$ cat config.mk
export PLATFORM = sky130hd
export DESIGN_NAME = digest_unpacker
export DESIGN_NICKNAME = d
export VERILOG_FILES = /design/src/rtl/sha_uart_pkg.sv /design/src/rtl/digest_unpacker_nibble_to_ascii.sv /design/src/rtl/digest_unpacker.sv
export SDC_FILE = /design/constraint.sdc
export NUM_CORES = 1
export LEC_CHECK = 0
export ABC_CLOCK_PERIOD_IN_PS = 3300
export BUFFER_PORTS_ARGS = -buffer_cell sky130_fd_sc_hd__buf_2
export CORE_MARGIN = 2
export CORE_UTILIZATION = 35
export DETAILED_ROUTE_END_ITERATION = 10
export SLEW_MARGIN = 20
export SYNTH_ARGS = -nofsm -noshare
export SYNTH_HDL_FRONTEND = slang
export SYNTH_SLANG_ARGS = --single-unit
$ cat constraint.sdc
create_clock -name clk -period 3.3 [get_ports clk]
set_clock_uncertainty 0.2 [all_clocks]
set_input_delay 0 -clock clk [delete_from_list [all_inputs] [get_ports clk]]
set_output_delay 0 -clock clk [all_outputs]
set_load 0.02 [all_outputs]
$ cat src/rtl/sha_uart_pkg.sv
// Shared definitions for the SHA-256 UART link: unpacker FSM encoding,
// ASCII constants and the nibble-to-hex helper.
package sha_uart_pkg;

    localparam int SHA_DIGEST_W = 256;

    localparam logic [7:0] ASCII_CR    = 8'h0D;
    localparam logic [7:0] ASCII_LF    = 8'h0A;
    localparam logic [7:0] ASCII_0     = 8'h30;
    localparam logic [7:0] ASCII_A_OFS = 8'h57;  // 'a' - 10

    typedef enum logic [1:0] {
        UNP_IDLE   = 2'd0,
        UNP_ISSUE  = 2'd1,
        UNP_WAIT   = 2'd2,
        UNP_FINISH = 2'd3
    } unp_state_e;

    // Lowercase hex character for one nibble
    function automatic logic [7:0] nib2ascii(input logic [3:0] n);
        return (n < 4'd10) ? (ASCII_0 + {4'd0, n}) : (ASCII_A_OFS + {4'd0, n});
    endfunction

endpackage

$ cat src/rtl/digest_unpacker_nibble_to_ascii.sv
// Combinational nibble -> lowercase hex ASCII character. Also used by
// the debug dump logic, hence a standalone module.
module nibble_to_ascii
    import sha_uart_pkg::*;
(
    input  logic [3:0] nibble,
    output logic [7:0] ascii
);

    assign ascii = nib2ascii(nibble);

endmodule

$ cat src/rtl/digest_unpacker.sv
// Serializes a captured SHA-256 digest MSB-first into a byte-wide UART
// transmitter, optionally as lowercase hex text with a CR/LF trailer.
module digest_unpacker
    import sha_uart_pkg::*;
#(
    parameter int DIGEST_WIDTH   = SHA_DIGEST_W,
    parameter int HEX_ASCII      = 0,
    parameter int APPEND_NEWLINE = 0
) (
    input  logic                    clk,
    input  logic                    rst,
    input  logic [DIGEST_WIDTH-1:0] digest_in,
    input  logic                    digest_valid,
    input  logic                    tx_active,
    input  logic                    tx_done,
    output logic                    tx_dv,
    output logic [7:0]              tx_byte,
    output logic                    busy,
    output logic                    send_done,
    output logic                    overrun
);

    localparam int N_DATA  = (HEX_ASCII != 0) ? DIGEST_WIDTH / 4 : DIGEST_WIDTH / 8;
    localparam int N_TOTAL = N_DATA + 2 * APPEND_NEWLINE;
    localparam int CW      = $clog2(N_TOTAL + 1);
    localparam int SHIFT   = (HEX_ASCII != 0) ? 4 : 8;

    localparam logic [CW-1:0] N_DATA_C = CW'(N_DATA);
    localparam logic [CW-1:0] LAST_C   = CW'(N_TOTAL - 1);

    unp_state_e              state;
    logic [DIGEST_WIDTH-1:0] shift_r;
    logic [CW-1:0]           cnt;
    logic [7:0]              hex_char;
    logic [7:0]              sym;

    nibble_to_ascii u_nib (
        .nibble (shift_r[DIGEST_WIDTH-1 -: 4]),
        .ascii  (hex_char)
    );

    // Current symbol: digest data until N_DATA symbols are out, then CR, LF
    always_comb begin
        sym = (HEX_ASCII != 0) ? hex_char : shift_r[DIGEST_WIDTH-1 -: 8];
        if (cnt >= N_DATA_C)
            sym = (cnt == N_DATA_C) ? ASCII_CR : ASCII_LF;
    end

    // Transfer FSM with registered handshake outputs
    always_ff @(posedge clk) begin
        if (rst) begin
            state     <= UNP_IDLE;
            shift_r   <= '0;
            cnt       <= '0;
            tx_dv     <= 1'b0;
            tx_byte   <= 8'h00;
            busy      <= 1'b0;
            send_done <= 1'b0;
            overrun   <= 1'b0;
        end else begin
            tx_dv     <= 1'b0;
            send_done <= 1'b0;
            // Any digest offered outside IDLE is dropped and flagged
            overrun   <= digest_valid && (state != UNP_IDLE);
            case (state)
                UNP_IDLE: begin
                    if (digest_valid) begin
                        shift_r <= digest_in;
                        cnt     <= '0;
                        busy    <= 1'b1;
                        state   <= UNP_ISSUE;
                    end
                end
                UNP_ISSUE: begin
                    if (!tx_active) begin
                        tx_dv   <= 1'b1;
                        tx_byte <= sym;
                        state   <= UNP_WAIT;
                    end
                end
                UNP_WAIT: begin
                    // A tx_done coincident with our own tx_dv belongs to an
                    // earlier byte and must not advance the stream
                    if (tx_done && !tx_dv) begin
                        cnt <= cnt + CW'(1);
                        if (cnt < N_DATA_C)
                            shift_r <= shift_r << SHIFT;
                        state <= (cnt == LAST_C) ? UNP_FINISH : UNP_ISSUE;
                    end
                end
                UNP_FINISH: begin
                    send_done <= 1'b1;
                    busy      <= 1'b0;
                    state     <= UNP_IDLE;
                end
                default: state <= UNP_IDLE;
            endcase
        end
    end

endmodule

After elaboration in Yosys (flattened, before gate mapping):

Cells that the tools add are included.

* multiplexer cells: 18
* eq/ne operators: 9
* $lt $le $gt $ge: 2
* bitwise gates (word level): 2
* reduce and logical (&&, ||, !) cells: 13
* add/subtract/negate cells: 1

Operators with widths (number)
* $mux W256: 3
* $pmux W256 S2: 1
* $mux W6: 2
* $pmux W6 S2: 1
* $mux W2: 4
* $mux W8: 1
* $ne A2 B2 Y1 const B: 4
* $pmux W2 S4: 1
* $add A6 B1 Y6 const B: 1
* $eq A6 B5 Y1 const B: 1
* $eq A6 B6 Y1 const B: 1
* $ge A6 B6 Y1 const B: 1
* $lt A6 B6 Y1 const B: 1
* $reduce_and A3 Y1: 2
* $reduce_bool A2 Y1: 3
* $eq A2 B2 Y1 const B: 2
* $reduce_and A2 Y1: 2
* $reduce_and A4 Y1: 1
* $mux W1: 3
* $mux W3: 1
* $eq A2 B1 Y1 const B: 1
* $logic_and A1 B1 Y1: 2
* $logic_not A2 Y1: 1
* $not A1 Y1: 2
* 3 further kinds: 3

* input port bits: 261
* output and inout bits: 12
* register bits after elaboration: 276

Depth between registers and ports, before layout:

* depth after elaboration: 4
* gate-level depth with buffers: 8

Worst setup path before layout:

Ideal clock, no wire load.

* path kind: flip-flop to flip-flop
* from: register state[1]
* to: register shift_r[163]
* data arrival time: 1451 ps
* period minus slack after synthesis: 1798 ps
* path slack: 1502 ps
* stages on the path, launching flop included: 8
* path through: dfxtp_1 > buf_6 > nor3b_4 > a31o_1 > buf_4 > buf_2 > buf_4 > a211oi_1

* longest elaborated chain between the ends: 3
* elaborated cells on any way between the ends: 8
* those cells by class: eq/ne (4); mux (1); reduce/logical (3)

RTL lines
* start, declared: line digest_unpacker.sv:31 `unp_state_e state;`
* start signal, assigned: line digest_unpacker.sv:88 `state <= (cnt == LAST_C) ? UNP_FINISH : UNP_ISSUE;`
* $eq A2 B2 Y1 or $logic_not A2 Y1 (tied branches): line digest_unpacker.sv:65 `case (state)`
* $ne A2 B2 Y1 (no source line) or $reduce_bool A2 Y1 (tied branches)
* $reduce_and A4 Y1 (no source line)
* end signal, assigned: line digest_unpacker.sv:68 `shift_r <= digest_in;`
* end signal, assigned: line digest_unpacker.sv:87 `shift_r <= shift_r << SHIFT;`
* end, declared: line digest_unpacker.sv:32 `logic [DIGEST_WIDTH-1:0] shift_r;`

Parallel ways exist; a longest one is shown, timed or not.
A chain may end at the register's enable or synchronous reset.

Worst setup path in the final report:

* from: register state[1]
* to: register shift_r[199]

The elaborated chain is that of the path after synthesis.

==> impl_metrics.tcl <==
set metrics [dict create \
    drt_iter0_drc 450 \
    ant_nets 0 \
    finalHoldViolations 0 \
    wl_met2_mm 17.1 \
    final_area_sq_um 18800 \
    grt_max_degree 139 \
    grt_usage_pct 18.7 \
    syn-cell-area_sq_um 12500 \
    post_cts_resized 0 \
    yosys.area_share.simple_pct 9.73 \
    synth.avg_cell_area_sq_um 10.1 \
    instances_no_fill 2280 \
    synth_flop_cell "dfxtp_1" \
    synthMuxAreaShare_pct 19.9 \
    htree_levels 1 \
    regToRegEndpoint "shift_r[199]$_SDFFE_PP0P_" \
    synth_compound_area_share_pct 20.3 \
    start_kind "register" \
    routed_wl_mm 35.6 \
    syn_nets 1492 \
    num_antenna_cells 0 \
    antenna_found_initial 0 \
    worst-r2r-cell-count 7 \
    post_dp_cell_area_sq_um 14100 \
    root_buffer "clkbuf_16" \
    synth_top_area_share_pct 44.3 \
    grt.overflow.total 0 \
    grt_pass1_wl_mm 56.9 \
    synth_async_sr_flop_share_pct 0 \
    synth_top_family_by_area "compound AO/OA/AOI/OAI gates" \
    tns_ns 0 \
    clockBufferDepth 3 \
    cts_buffers 31 \
    min_to "shift_r[22]$_SDFFE_PP0P_" \
    boundaryPins 273 \
    core_sq_um 35300 \
    whs_ns 0.124 \
    ys_top_cells_by_count "dfxtp_1 (276), nor2_1 (265), mux2i_1 (248)" \
    drc 0 \
    viasPerCell 4.87 \
    outcome "finished clean" \
    fin_nets 2057 \
    ys_seq_area_share_pct 44.3 \
    rows 69 \
    insertion_delay_ns 0.57 \
    dieHeight_um 193 \
    fp.dieW_um 193 \
    ys_seq_elements 276 \
    synth_xor_area_share_pct 0.211 \
    synth-edff-count 0 \
    synth_top_cell_by_area "dfxtp_1" \
    worstPathRequired_ns 3.61 \
    period_share_pct 93.9 \
    min_path_cells 4 \
    drv_slew 0 \
    relSlewSlack_pct 32.7 \
    cts_tree "built" \
    routed-wl-met3_mm 1.83 \
    dp_slack_ns 0.796 \
    dp_cells 1869 \
    endpoint_kind "register" \
    drv_cap 0 \
    synthCells 1229 \
    p_total_mw 10.3 \
    area_growth_pct 50.5 \
    post-route-min-period_ns 3.10 \
    maxClockFrequency_ghz 0.323 \
    start_util_pct 35.3 \
    dp_hpwl_mm 20.3 \
    p_leak_nw 7.46 \
    drtPass1Iterations 5 \
    synth-adder-area-share_pct 0.201 \
    met1Wirelength_mm 15.7 \
    clk_pin_slew_ns 0.06 \
    hold_class "input port to register" \
    finalCoreUtilization_pct 53.1 \
    setup_viol 0 \
    arrival_ns 3.41 \
    vias 11100 \
    grt_pass1_vias 11393 \
    gp_congestion 0.736 \
    drive_gt1_share_pct 24.7 \
    min-delay-start "digest_in[22]" \
    yosys.cell_types.count 38 \
    ys_warn_count 0 \
    cts_num_sinks 276 \
    r2r-start "state[1]$_SDFFE_PP0P_" \
    netlist_top_cells_area "dfxtp_1 (44%), mux2i_1 (20%), a211oi_1 (9.5%)" \
    path_max_fanout 40 \
    die-area_sq_um 37100 \
    routed.top_layer "met4" \
    port_buffers 272 \
    powerDensity_nw_per_um2 548 \
    fin_ws_ns 0.201 \
    r2r_slack_ns 0.20 \
    avgRoutedWirePerCell_um 15.6 \
    rsz0062_at_grt "no" \
    synth.most_common_cell "dfxtp_1" \
    worstMarginPinSlew_ns 1.01 \
    crit_type "register to register" \
    max-vdd-ir-drop_mv 0.452 \
]
-- cell type report --
| type | count | area, sq um |
|---|---|---|
| tap | 461 | 577 |
| inverter | 5 | 18.8 |
| timing repair buffer | 650 | 5230 |
| clock inverter | 18 | 234 |
| fill | 3040 | 16500 |
| clock buffer | 40 | 891 |
| sequential | 276 | 5530 |
| multi-input combinational | 830 | 6280 |
-- what timing repair did --
action / in CTS / in global routing
buffers inserted: 0 / 0
setup endpoints to repair: 0 / 0
hold buffers: 353 / 0
hold endpoints to repair: 276 / 0
-- metal layers --
| layer | vias up | global-route usage [%] |
|---|---|---|
| li1 | 5605 | - |
| met1 | 5164 | 23.3 |
| met2 | 257 | 32.2 |
| met3 | 74 | 3.53 |
| met4 | 0 | 6.19 |
| met5 | - | 0 |
-- where the power goes --
| group | internal [mW] | switching [mW] |
|---|---|---|
| Combinational | 1.25 | 1.19 |
| Clock | 2.30 | 1.48 |
| Sequential | 3.80 | 0.267 |
-- critical path: stages, from the launching register on --
cell,delay (ns)
dfxtp_4,0.38
buf_4,0.42
a31o_4,0.51
buf_12,0.30
buf_12,0.25
nor2_1,0.06
a211oi_1,0.26
dlygate4sd3_1,0.61
-- state kept, by name, summed over array words and instances (netlist names) --
signal     flops
tx_dv          1
shift_r      256
tx_byte        8
state          2
busy           1
overrun        1
send_done      1
cnt            6
-- cells by family (layout without fill, tap and decap cells) --
kind of cell             Yosys count  in the layout
AND/OR/NAND/NOR                  297            297
AO/OA/AOI/OAI                    280            280
flip-flops                       276            276
multiplexers                     248            248
buffers and inverters            123            713
XOR/XNOR                           3              3
adder cells (fa/ha/maj)            2              2
-- placed cells by master, fill, tap and decap left out, types with 2 or more instances in the layout --
cell type | netlist | routed
a211oi_1 | 157 | 157
a211oi_2 | 91 | 91
a21oi_1 | 8 | 8
a22o_1 | 8 | 8
a22oi_1 | 2 | 2
buf_12 | 0 | 11
buf_2 | 57 | 271
buf_4 | 14 | 14
bufinv_16 | 0 | 5
clkbuf_1 | 36 | 2
clkbuf_16 | 0 | 32
clkbuf_8 | 0 | 6
clkinv_2 | 0 | 8
clkinvlp_4 | 0 | 2
dfxtp_1 | 276 | 275
dlygate4sd3_1 | 0 | 353
ha_1 | 2 | 2
inv_1 | 5 | 5
mux2i_1 | 248 | 248
nand2_1 | 5 | 5
nand2b_1 | 2 | 2
nand3b_1 | 5 | 5
nor2_1 | 265 | 265
nor2b_1 | 3 | 3
nor3_1 | 6 | 6
nor4bb_1 | 2 | 2
o21ai_0 | 8 | 8
o22ai_1 | 2 | 2
xor2_1 | 3 | 3
-- how the worst max path moves through the flow --
stage | startpoint | to | slack (ns) | depth (start not counted)
3_3_place_gp | state[1]$_SDFFE_PP0P_ | shift_r[168]$_SDFFE_PP0P_ | 0.87 | 6
2_1_floorplan | state[1]$_SDFFE_PP0P_ | shift_r[163]$_SDFFE_PP0P_ | 1.50 | 7
5_1_grt | state[0]$_SDFFE_PP0P_ | shift_r[201]$_SDFFE_PP0P_ | 0.02 | 7
3_5_place_dp | state[1]$_SDFFE_PP0P_ | shift_r[101]$_SDFFE_PP0P_ | 0.80 | 6
6_report | state[1]$_SDFFE_PP0P_ | shift_r[199]$_SDFFE_PP0P_ | 0.20 | 7
4_1_cts | state[1]$_SDFFE_PP0P_ | shift_r[200]$_SDFFE_PP0P_ | 0.28 | 7
Power figures use the tool's default switching activity.
